$ cat src/rtl/sha512_arbiter_pkg.sv
// Shared definitions for the SHA-512 requester arbiter: tag layout,
// result widths, FSM encoding and the in-flight counter update rule.
package sha512_arbiter_pkg;

    localparam int NREQ_MAX = 8;
    localparam int IDX_W    = 8;
    localparam int TAG_W    = 24;
    localparam int OID_W    = IDX_W + TAG_W;
    localparam int LEN_W    = 61;
    localparam int SHA_W    = 512;

    typedef enum logic {
        ST_IDLE  = 1'b0,
        ST_GRANT = 1'b1
    } state_e;

    // Two-bit saturating up/down counter step; simultaneous inc and dec cancel.
    function automatic logic [1:0] inflight_next(input logic [1:0] cur,
                                                 input logic       inc,
                                                 input logic       dec);
        logic [1:0] nxt;
        nxt = cur;
        if (inc && !dec) begin
            if (cur != 2'd3) nxt = cur + 2'd1;
        end else if (dec && !inc) begin
            if (cur != 2'd0) nxt = cur - 2'd1;
        end
        return nxt;
    endfunction

endpackage

$ cat src/rtl/sha512_arbiter_rr_pick.sv
// Combinational round-robin selector: returns the first asserted request
// at or after the pointer, wrapping modulo NREQ.
module sha512_arbiter_rr_pick #(
    parameter int NREQ = 4,
    parameter int GW   = 2
) (
    input  logic [NREQ-1:0] req_i,
    input  logic [GW-1:0]   ptr_i,
    output logic [GW-1:0]   idx_o,
    output logic            found_o
);

    logic [GW:0] cand;

    // Scan NREQ candidates starting at the pointer; first hit wins.
    always_comb begin
        idx_o   = '0;
        found_o = 1'b0;
        cand    = '0;
        for (int k = 0; k < NREQ; k++) begin
            cand = {1'b0, ptr_i} + (GW+1)'(k);
            if (cand >= (GW+1)'(NREQ)) cand = cand - (GW+1)'(NREQ);
            if (!found_o && req_i[cand[GW-1:0]]) begin
                found_o = 1'b1;
                idx_o   = cand[GW-1:0];
            end
        end
    end

endmodule

$ cat src/rtl/sha512_arbiter.sv
// Arbitrates byte streams from NREQ requesters onto one SHA-512 core input,
// locking the grant for a whole message, and routes core results back to
// the originating requester by the index carried in the upper tag byte.
module sha512_arbiter
    import sha512_arbiter_pkg::*;
#(
    parameter int NREQ = 4
) (
    input  logic                    clk,
    input  logic                    rstn,
    input  logic [NREQ-1:0]         cfg_en,
    input  logic [NREQ-1:0]         s_tvalid,
    output logic [NREQ-1:0]         s_tready,
    input  logic [NREQ-1:0]         s_tlast,
    input  logic [NREQ*TAG_W-1:0]   s_tid,
    input  logic [NREQ*8-1:0]       s_tdata,
    output logic                    m_tvalid,
    output logic                    m_tlast,
    input  logic                    m_tready,
    output logic [OID_W-1:0]        m_tid,
    output logic [7:0]              m_tdata,
    input  logic                    c_ovalid,
    input  logic [OID_W-1:0]        c_oid,
    input  logic [LEN_W-1:0]        c_olen,
    input  logic [SHA_W-1:0]        c_osha,
    output logic [NREQ-1:0]         r_valid,
    output logic [TAG_W-1:0]        r_id,
    output logic [LEN_W-1:0]        r_len,
    output logic [SHA_W-1:0]        r_sha,
    output logic                    busy,
    output logic                    err_oid
);

    localparam int GW = (NREQ > 1) ? $clog2(NREQ) : 1;

    state_e            state_q, state_d;
    logic [GW-1:0]     gnt_q, gnt_d;
    logic [GW-1:0]     rr_ptr_q, rr_ptr_d;
    logic [1:0]        inflight_q, inflight_d;
    logic [NREQ-1:0]   r_valid_q, r_valid_d;
    logic              err_q, err_d;
    logic [TAG_W-1:0]  r_id_q, r_id_d;
    logic [LEN_W-1:0]  r_len_q, r_len_d;
    logic [SHA_W-1:0]  r_sha_q, r_sha_d;

    logic [GW-1:0]     pick_idx;
    logic              pick_found;
    logic              sel_valid, sel_last;
    logic [7:0]        sel_data;
    logic [TAG_W-1:0]  sel_tid;
    logic              accept_last;

    sha512_arbiter_rr_pick #(
        .NREQ (NREQ),
        .GW   (GW)
    ) u_rr_pick (
        .req_i   (s_tvalid & cfg_en),
        .ptr_i   (rr_ptr_q),
        .idx_o   (pick_idx),
        .found_o (pick_found)
    );

    // Select the granted requester's stream signals.
    always_comb begin
        sel_valid = 1'b0;
        sel_last  = 1'b0;
        sel_data  = '0;
        sel_tid   = '0;
        for (int i = 0; i < NREQ; i++) begin
            if (gnt_q == GW'(i)) begin
                sel_valid = s_tvalid[i];
                sel_last  = s_tlast[i];
                sel_data  = s_tdata[i*8 +: 8];
                sel_tid   = s_tid[i*TAG_W +: TAG_W];
            end
        end
    end

    // Next-state and stream-path outputs; the grant is only released by an
    // accepted last byte, so cfg_en changes never cut a message short.
    always_comb begin
        state_d     = state_q;
        gnt_d       = gnt_q;
        rr_ptr_d    = rr_ptr_q;
        m_tvalid    = 1'b0;
        m_tlast     = 1'b0;
        m_tdata     = '0;
        m_tid       = '0;
        s_tready    = '0;
        accept_last = 1'b0;
        case (state_q)
            ST_IDLE: begin
                if (pick_found) begin
                    gnt_d   = pick_idx;
                    state_d = ST_GRANT;
                end
            end
            ST_GRANT: begin
                m_tvalid = sel_valid;
                m_tlast  = sel_last;
                m_tdata  = sel_data;
                m_tid    = {{(IDX_W-GW){1'b0}}, gnt_q, sel_tid};
                for (int i = 0; i < NREQ; i++) begin
                    if (gnt_q == GW'(i)) s_tready[i] = m_tready;
                end
                if (sel_valid && m_tready && sel_last) begin
                    accept_last = 1'b1;
                    state_d     = ST_IDLE;
                    rr_ptr_d    = (gnt_q == GW'(NREQ-1)) ? '0 : gnt_q + GW'(1);
                end
            end
            default: state_d = ST_IDLE;
        endcase
    end

    // Route a core result to its requester, or flag an out-of-range index.
    always_comb begin
        r_valid_d = '0;
        err_d     = 1'b0;
        r_id_d    = r_id_q;
        r_len_d   = r_len_q;
        r_sha_d   = r_sha_q;
        if (c_ovalid) begin
            r_id_d  = c_oid[TAG_W-1:0];
            r_len_d = c_olen;
            r_sha_d = c_osha;
            if (c_oid[OID_W-1:TAG_W] < IDX_W'(NREQ)) begin
                r_valid_d[c_oid[TAG_W +: GW]] = 1'b1;
            end else begin
                err_d = 1'b1;
            end
        end
    end

    assign inflight_d = inflight_next(inflight_q, accept_last, c_ovalid);

    // Arbitration state: FSM, locked grant and round-robin pointer.
    always_ff @(posedge clk or negedge rstn) begin
        if (!rstn) begin
            state_q  <= ST_IDLE;
            gnt_q    <= '0;
            rr_ptr_q <= '0;
        end else begin
            state_q  <= state_d;
            gnt_q    <= gnt_d;
            rr_ptr_q <= rr_ptr_d;
        end
    end

    // Count messages handed to the core whose result has not come back.
    always_ff @(posedge clk or negedge rstn) begin
        if (!rstn) begin
            inflight_q <= '0;
        end else begin
            inflight_q <= inflight_d;
        end
    end

    // Result bus registers: strobes last one cycle, payload holds.
    always_ff @(posedge clk or negedge rstn) begin
        if (!rstn) begin
            r_valid_q <= '0;
            err_q     <= 1'b0;
            r_id_q    <= '0;
            r_len_q   <= '0;
            r_sha_q   <= '0;
        end else begin
            r_valid_q <= r_valid_d;
            err_q     <= err_d;
            r_id_q    <= r_id_d;
            r_len_q   <= r_len_d;
            r_sha_q   <= r_sha_d;
        end
    end

    assign r_valid = r_valid_q;
    assign err_oid = err_q;
    assign r_id    = r_id_q;
    assign r_len   = r_len_q;
    assign r_sha   = r_sha_q;
    assign busy    = (state_q == ST_GRANT) || (inflight_q != 2'd0);

endmodule

$ cat config.mk
export PLATFORM = sky130hd
export DESIGN_NAME = sha512_arbiter
export DESIGN_NICKNAME = d
export VERILOG_FILES = /design/src/rtl/sha512_arbiter_pkg.sv /design/src/rtl/sha512_arbiter_rr_pick.sv /design/src/rtl/sha512_arbiter.sv
export SDC_FILE = /design/constraint.sdc
export NUM_CORES = 1
export LEC_CHECK = 0
export CAP_MARGIN = 20
export CORE_AREA = 2 2 548 550
export CTS_BUF_LIST = sky130_fd_sc_hd__clkbuf_8
export DETAILED_ROUTE_END_ITERATION = 8
export DIE_AREA = 0 0 550 552
export SKIP_LAST_GASP = 1
export SYNTH_ARGS = -nofsm -noshare
export SYNTH_HDL_FRONTEND = slang
export SYNTH_SLANG_ARGS = --single-unit
$ cat constraint.sdc
create_clock -name clk -period 4.7 [get_ports clk]
set_input_delay 0.94 -clock clk [delete_from_list [all_inputs] [get_ports clk]]
set_output_delay 0.94 -clock clk [all_outputs]
set_load 0.05 [all_outputs]
Word-level counts from Yosys, hierarchy flattened
Cells that the tools add are included.
{"block": "totals", "regBits": 609, "latchBits": 0, "mem_bits_rw": 0, "rom_bits": 0, "inputBits": 749, "out_inout_bits": 649, "elab_cells": 119, "n_memories": 0}
{"block": "classes", "n_addsub": 10, "n_mul": 0, "div_mod_pow": 0, "magnitude_cmp": 11, "eq_ne": 5, "shifts": 0, "mux": 61, "bitwise_logic": 2, "n_reduce_logical": 21}
{"op": "two-way mux 24 bit", "count": 4}
{"op": "two-way mux 8 bit", "count": 5}
{"op": "two-way mux 1 bit", "count": 29}
{"op": "two-way mux 2 bit", "count": 13}
{"op": "two-way mux 26 bit", "count": 1}
{"op": "less-than comparator 2 x 3 -> 1 bit, second input constant", "count": 5}
{"op": "two-way mux 4 bit", "count": 3}
{"op": "subtractor 2 x 1 -> 2 bit, second input constant", "count": 5}
{"op": "greater-or-equal comparator 3 bit, second input constant", "count": 3}
{"op": "binary-select mux 1 bit (select 2 bit)", "count": 4}
{"op": "logical AND 1 bit", "count": 8}
{"op": "less-than comparator 8 x 3 -> 1 bit, second input constant", "count": 1}
{"op": "adder 2 x 2 -> 3 bit, second input constant", "count": 2}
{"op": "nonzero test 2 bit", "count": 3}
{"op": "zero test 1 bit", "count": 5}
{"op": "adder 2 x 1 -> 2 bit, second input constant", "count": 2}
{"op": "AND 4 bit", "count": 1}
{"op": "equality test 2 bit, second input constant", "count": 2}
{"op": "AND reduction 2 bit", "count": 2}
{"op": "adder 2 x 1 -> 3 bit, second input constant", "count": 1}
{"op": "greater-or-equal comparator 2 x 3 -> 1 bit, second input constant", "count": 1}
{"op": "AND reduction 3 bit", "count": 1}
{"op": "demux 1 bit (select 2 bit)", "count": 1}
{"op": "equality test 2 x 1 -> 1 bit, second input constant", "count": 1}
{"op": "7 further kinds", "count": 7}

Depth between registers and ports, before layout
Gate-level depths: netlist (run 1).
{"block": "depth", "ltp_word": 16, "ltp_mapped": 11, "ltp_nobuf": 10}

Cells and area by module
From an unflattened synthesis (run 1), not the netlist that was laid out.
{"block": "unflattened", "hier_cells": 1511, "area_unflattened_um2": 23770.3}
{"module": "sha512_arbiter", "instances": 1, "cells_each": 1496, "area_per_inst_um2": 23692.7, "seq_area_each_um2": 15239.6}
{"module": "sha512_arbiter_rr_pick", "instances": 1, "cells_each": 15, "area_per_inst_um2": 77.6, "seq_area_each_um2": 0.0}

Worst setup path after synthesis (run 1)
No wires, ideal clock.
{"block": "synth_timing", "kind": "register to output", "from": "register gnt_q[0]", "to": "output port m_tdata[2]", "t_arrival_ps": 1799, "required_ps": 3760, "setup_slack_ps": 1961, "path_stages_with_launch": 9, "path_buffers": 2, "cell_sequence": "dfrtp_1 inv_1 ha_1 buf_2 clkbuf_1 nand2_1 o21ai_0 mux2_2 a22o_1"}
{"block": "synth_via", "elab_chain_len": 6, "elab_cells_between_ends": 9, "classes_between": "3 x eq/ne; 5 x mux; 1 x reduce/logical"}
{"item": "from (decl)", "line_no": "sha512_arbiter.sv:37", "text": "logic [GW-1:0] gnt_q, gnt_d;"}
{"item": "from (signal assigned)", "line_no": "sha512_arbiter.sv:145", "text": "gnt_q <= gnt_d;"}
{"item": "zero test 2 bit", "line_no": "sha512_arbiter.sv:70", "text": "if (gnt_q == GW'(i)) begin"}
{"item": "two-way mux 8 bit (3 in a row)", "line_no": "sha512_arbiter.sv:70"}
{"item": "two-way mux 8 bit (*)", "line_no": "sha512_arbiter.sv:70"}
{"item": "two-way mux 8 bit (*)", "line_no": "sha512_arbiter.sv:91", "text": "case (state_q)"}
{"item": "to (decl)", "line_no": "sha512_arbiter.sv:21", "text": "output logic [7:0] m_tdata,"}
Every way passes the cells marked *; elsewhere a longest branch is shown, timed or not.

Final worst setup path (run 1)
{"block": "layout_timing", "from": "register gnt_q[0]", "to": "output port m_tid[4]"}
{"block": "layout_via", "elab_chain_len": 6, "elab_cells_between_ends": 9, "classes_between": "3 x eq/ne; 5 x mux; 1 x reduce/logical"}
{"item": "zero test 2 bit", "line_no": "sha512_arbiter.sv:70"}
{"item": "two-way mux 24 bit (3 in a row)", "line_no": "sha512_arbiter.sv:70"}
{"item": "two-way mux 24 bit (*)", "line_no": "sha512_arbiter.sv:70"}
{"item": "two-way mux 26 bit (*)", "line_no": "sha512_arbiter.sv:91"}
{"item": "to (decl)", "line_no": "sha512_arbiter.sv:20", "text": "output logic [OID_W-1:0] m_tid,"}
Marked as above.

==> results of run 1 <==
## registers in the layout, indices dropped and copies added (netlist names)
name / cells
r_sha: 512
r_len: 61
r_id: 24
r_valid: 4
gnt_q: 2
inflight_q: 2
rr_ptr_q: 2
err_oid: 1
state_q: 1
## logic make-up after synthesis
logic type	count (synthesis)	synth area share (%)
mux	630	29.6
flops	609	63.5
simple gates	112	2.07
buf+inv	105	2.15
compound gates	85	2.46
fa+ha+maj	5	0.261
other cells	1	0.0156
## critical path: cells and delay by family, from the launching register on
family	cells	cell delay, ns
buffers and inverters	1	1.01
and+or+nand+nor	1	0.54
AOI/OAI and AO/OA	1	0.22
adders and majority gates	1	0.40
DFF	1	0.47
## path summary, 6_finish.rpt
check	cells after the start	end	startpoint
setup / recovery	4	m_tid[4]	gnt_q[0]
hold / removal	1	r_sha[462]	r_sha[462]
setup reg to reg	10	inflight_q[0]	gnt_q[0]
hold reg to reg	1	r_sha[462]	r_sha[462]
max in group asynchronous	3	r_sha[465]	rstn
min in group asynchronous	2	r_sha[269]	rstn
## cell type report
cell class / count / area (µm²) / area share (%)
clock inverters: 70 / 593 / 1.29
diodes: 39 / 97.6 / 0.213
inverters: 6 / 22.5 / 0.0491
well taps: 3958 / 4950 / 10.8
multi-input cells: 838 / 8320 / 18.1
clock buffers: 165 / 2270 / 4.95
flip-flops and latches: 609 / 15200 / 33.2
repair buffers: 1430 / 14400 / 31.4
## layout by cell type, fill, tap and decap left out, types with 6 or more instances in the layout
| cell type | Yosys | routed |
|---|---|---|
| o21ai_0 | 35 | 35 |
| a22o_1 | 31 | 31 |
| inv_1 | 6 | 36 |
| bufinv_16 | 0 | 8 |
| nand2_1 | 78 | 78 |
| clkinvlp_4 | 0 | 9 |
| clkinv_2 | 0 | 15 |
| buf_4 | 7 | 43 |
| diode_2 | 0 | 39 |
| dfrtp_1 | 609 | 609 |
| clkbuf_8 | 0 | 165 |
| conb_1 | 1 | 6 |
| mux2_2 | 627 | 627 |
| buf_12 | 0 | 15 |
| clkdlybuf4s50_1 | 0 | 1363 |
## what timing repair did
action,in CTS,in global routing
cloned,0,0
hold buffers,1,0
gates resized for setup,5,2
endpoints found under the setup margin,14,5
hold endpoints to repair,35,0
buffers inserted,0,1
## layer usage
metal / track usage (%) / vias up / share of wire, %
met5: 0 / - / 0.28
met4: 4.35 / 102 / 3.6
met3: 17.5 / 652 / 25
met2: 21.5 / 1595 / 40
met1: 13.1 / 10075 / 31
li1: - / 8553 / -
## through the flow
| stage | util [%] | worst slack [ns] | instance area (µm²) | cells |
|---|---|---|---|---|
| 6_report | 15.4 | 0.177 | 45900 | 7115 |
| 5_1_grt | 15.4 | 0.0238 | 45800 | 7092 |
| 4_1_cts | 15.3 | 0.00136 | 45800 | 7075 |
| 3_5_place_dp | 14.4 | 0.816 | 42900 | 6839 |
| 3_3_place_gp | 14.4 | 0.826 | 42800 | 6837 |
| 2_1_floorplan | - | 1.96 | 24000 | 1552 |
## power breakdown
| group | internal [W] | leakage, nW | switching (W) |
|---|---|---|---|
| registers | 0.00579 | 7.14 | 0.000341 |
| clock network | 0.00364 | 1.57 | 0.00296 |
| logic | 0.00278 | 8.82 | 0.00569 |
| total | 0.0122 | 17.5 | 0.00900 |
==> results.toml, run 1 <==
[setup_path]
slowest_delay_ns = 1.01
required_ns = 3.76
ff2ff_setup_slack_ns = 1.99
crit_type = "reg2out"
worstSetupEndpointType = "output pin"
crit_chain = "ha_1 > nor2b_4 > a22o_1 > clkdlybuf4s50_1"
arrival_ns = 3.58
crit_path_top_delay_cell = "clkdlybuf4s50_1"
cp_max_fo = 22
cp-start-kind = "flop"

[logic_synthesis]
ys_ff_latch = 609
syn_avg_cell_area_um2 = 15.5
synth_edf_count = 0
yosysTopAreaCellShare_pct = 63.5
synthCells = 1547
synth_cell_types = 43
synthTopCellsByArea = "dfrtp_1 63%, mux2_2 29%, buf_2 1.5%"
synth_area_mm2 = 0.0240
synth.most_common_cell = "mux2_2"
synth_area_leader_cell = "dfrtp_1"
yosysWarnings = 0
synth-seq-area-share_pct = 63.5
synth_top_flop_cell = "dfrtp_1"
ys_async_sr_fraction_pct = 100
synthTopCellsByCount = "627 x mux2_2, 609 x dfrtp_1, 78 x nand2_1"

[route]
num_vias = 20977
drc = 0
routed_wl_um = 234000
ant_nets = 0
wl_per_cell_um = 33.0
drtIter0Drc = 844
firstDrtPassIters = 4
avgViaCountPerCell = 2.95

[placed_design]
dpl.hpwl_um = 208000
place.gp.congestion = 0.900
port_buffers = 1391

[global_routing]
grt_pass1_vias = 21715
track_usage_pct = 14.9
grt_max_degree = 90
grt_pass1_wl_um = 281000
grt_antenna_before_repair = 252
grt_overflow = 0

[floorplan]
die_h_um = 552
start_util_pct = 8.05
die_width_um = 550
rows = 201
ioPinCount = 1398
core_area_mm2 = 0.298
dieArea_mm2 = 0.304

[timing]
rsz0062_at_grt = "no"
fin_setup_tns_ns = 0
finalSetupViolations = 0
period_needed_ns = 4.52
skew_ns = 0.00167
hold-worst-slack_ns = 0.504
relSlewSlack_pct = 23.6
finalCritPeriodShare_pct = 96.2
tightest_slew_ns = 1.14
final_max_slew_viol_count = 0
fmax_mhz = 221
hold_viol_final = 0

[clock_network]
cts_num_sinks = 609
cts_tree = "built"
clk_latency_ns = 0.92
path_clk_slew_ns = 0.07
cts.path.max_buffers = 4
cts_root_buffer = "clkbuf_8"
htreeDepth = 4
cts_made_buffers = 137

[power_and_ir_drop]
power.total_w = 0.0212
ir_worst_vdd_uv = 243
power_density_mw_per_mm2 = 462
leakagePower_nw = 17.5

[final_layout]
layout-drive-gt1-share_pct = 29.0
n_fill_cell = 33089
final_nets = 3776
syn2layout_area_growth_pct = 91.2

[flow_run]
maxCapViolations = 0

[run_status]
outcome = "complete, no violations"

[worst_hold_path]
hold_class = "reg2reg"
No activity file was read; power rests on OpenSTA's default activity.
==> inputs of run 2 (changes only) <==
--- a/config.mk
+++ b/config.mk
@@ -5,7 +5,6 @@
 export SDC_FILE = /design/constraint.sdc
 export NUM_CORES = 1
 export LEC_CHECK = 0
-export CAP_MARGIN = 20
 export CORE_AREA = 2 2 548 550
 export CTS_BUF_LIST = sky130_fd_sc_hd__clkbuf_8
 export DETAILED_ROUTE_END_ITERATION = 8
==> run 2 against run 1 <==
  * Routed wire length is essentially flat
  * Total power grew 1.3%
  * Die area unchanged
  * Global-route usage hardly changed
  * Core utilization about the same
  * Sequential share of layout area is essentially flat
  * Critical endpoint is now m_tdata[6]
  * Largest power group unchanged
==> results.toml, run 2 (synthesis results as in run 1) <==
[final_layout]
multi_input_area_mm2 = 0.00831
layout_common_cells = "1363 x clkdlybuf4s50_1, 627 x mux2_2, 609 x dfrtp_1"
final_nets = 3774
syn2layout_area_growth_pct = 91.4
largest_reg_flops = 512
n_fill_cell = 33132
final_common_cell = "clkdlybuf4s50_1"
seq_area_mm2 = 0.0152
layout-drive-gt1-share_pct = 29.1

[route]
firstDrtPassIters = 5
avgViaCountPerCell = 2.93
ant_nets = 0
routed_wl_um = 235000
num_vias = 20880
drtIter0Drc = 928
wl_per_cell_um = 33.0
drc = 0

[floorplan]
ioPinCount = 1398
die_h_um = 552
start_util_pct = 8.05
dieArea_mm2 = 0.304
die_width_um = 550
rows = 201
core_area_mm2 = 0.298

[clock_network]
htreeDepth = 4
post_cts_buffers = 0
cts_tree = "built"
path_clk_slew_ns = 0.07
clk_latency_ns = 0.90
cts_root_buffer = "clkbuf_8"
cts_num_sinks = 609
cts.path.max_buffers = 4
cts_made_buffers = 138

[timing]
fin_setup_tns_ns = 0
finalSetupViolations = 0
period_needed_ns = 4.55
skew_ns = 0.00330
hold_viol_final = 0
finalCritPeriodShare_pct = 96.7
relSlewSlack_pct = 21.3
rsz0062_at_grt = "no"
final_max_slew_viol_count = 0
fmax_mhz = 220
tightest_slew_ns = 1.18

[worst_hold_path]
min_path_cells = 1
holdPathEnd = "r_sha[205]"
hold_class = "reg2reg"
hp-start = "r_sha[205]"

[global_routing]
grt_pass1_vias = 21681
grt_antenna_before_repair = 248
grt_pass1_wl_um = 280000
grt_overflow = 0
track_usage_pct = 14.9
grt_max_degree = 90

[setup_path]
cp_max_fo = 19
arrival_ns = 3.61
rr_worst_depth = 10
required_ns = 3.76
crit_type = "reg2out"
crit_path_top_delay_cell = "clkdlybuf4s50_1"
ff2ff_setup_slack_ns = 1.80
crit_chain = "inv_1 > ha_2 > buf_12 > mux2_2 > a22o_1 > clkdlybuf4s50_1"
regToRegEndpoint = "inflight_q[0]"
cp-start-kind = "flop"
cp_top_family = "buffers and inverters"
worst-path-buf-inv = 3
rr_startpoint = "gnt_q[0]"
slowest_delay_ns = 0.70
worstSetupEndpointType = "output pin"

[power_and_ir_drop]
leakagePower_nw = 17.6
power.total_w = 0.0215
power_density_mw_per_mm2 = 468
ir_worst_vdd_uv = 217

[placed_design]
dpl.hpwl_um = 208000
port_buffers = 1391
place.gp.congestion = 0.900

[flow_run]
maxCapViolations = 0

[run_status]
outcome = "complete, no violations"
[run 2: cell count changes in the layout (fill, tap and decap cells not counted), sizes merged]
cell | previous run | this run
clkbuf | 165 | 162
clkinvlp | 9 | 6
buf | 63 | 60
inv | 41 | 44
bufinv | 8 | 13
clkinv | 18 | 24
diode | 39 | 40
[run 2: per-stage QoR]
step	utilization [%]	std cells	cell area (µm²)	worst slack [ns]	hold slack [ns]
after floorplan	-	1552	24000	1.96	0.460
after global routing	15.4	7095	45900	0.0100	0.511
after global placement	14.4	6837	42800	0.826	0.487
final	15.4	7121	46000	0.153	0.503
after CTS	15.4	7081	45800	0.0107	0.482
after detailed placement	14.4	6837	42800	0.816	0.495
[run 2: worst max-delay path by stage]
| stage | from | to | slack (ns) | cells after the start |
|---|---|---|---|---|
| after CTS | gnt_q[0] | m_tdata[5] | 0.01 | 8 |
| after global placement | s_tdata[2] | m_tdata[2] | 0.83 | 6 |
| after global routing | gnt_q[0] | m_tdata[6] | 0.01 | 6 |
| after detailed placement | s_tdata[2] | m_tdata[2] | 0.82 | 6 |
| final | gnt_q[0] | m_tdata[6] | 0.15 | 6 |
| after floorplan | gnt_q[0] | m_tdata[2] | 1.96 | 8 |
[run 2: final cells by class]
type,count,share of cell area [%]
diodes,40,0.218
clock buffers,162,4.85
clock inverters,81,1.67
inverters,6,0.0490
multi-input cells,838,18.1
flip-flops and latches,609,33.2
well taps,3958,10.8
repair buffers,1427,31.2
[run 2: worst register-to-register path, cell delays in order, from the launching register on]
cell,delay (ns)
dfrtp_1,0.47
inv_1,0.16
ha_2,0.54
buf_12,0.25
a211oi_1,0.10
a211oi_2,0.39
nand4b_2,0.24
inv_1,0.10
ha_1,0.26
o21bai_1,0.17
mux2i_1,0.14
[run 2: layer usage]
metal  up-vias  track usage (%)  share of wire, %
met5         -                0              0.28
met4       104             4.15               3.1
met2      1590             21.6                41
met3       627             17.6                26
li1       8537                -                 -
met1     10022             13.0                30
[run 2: report_power, final]
part           internal (W)  total [W]  switching, W
combinational       0.00276    0.00845       0.00570
clock               0.00389    0.00691       0.00302
sequential          0.00579    0.00613      0.000337
[run 2: timing repair]
action                                  CTS  global route
endpoints found under the setup margin   10            10
hold endpoints to repair                  5             0
gates resized for setup                   3             3
gates cloned                              0             0
hold buffers                              1             0
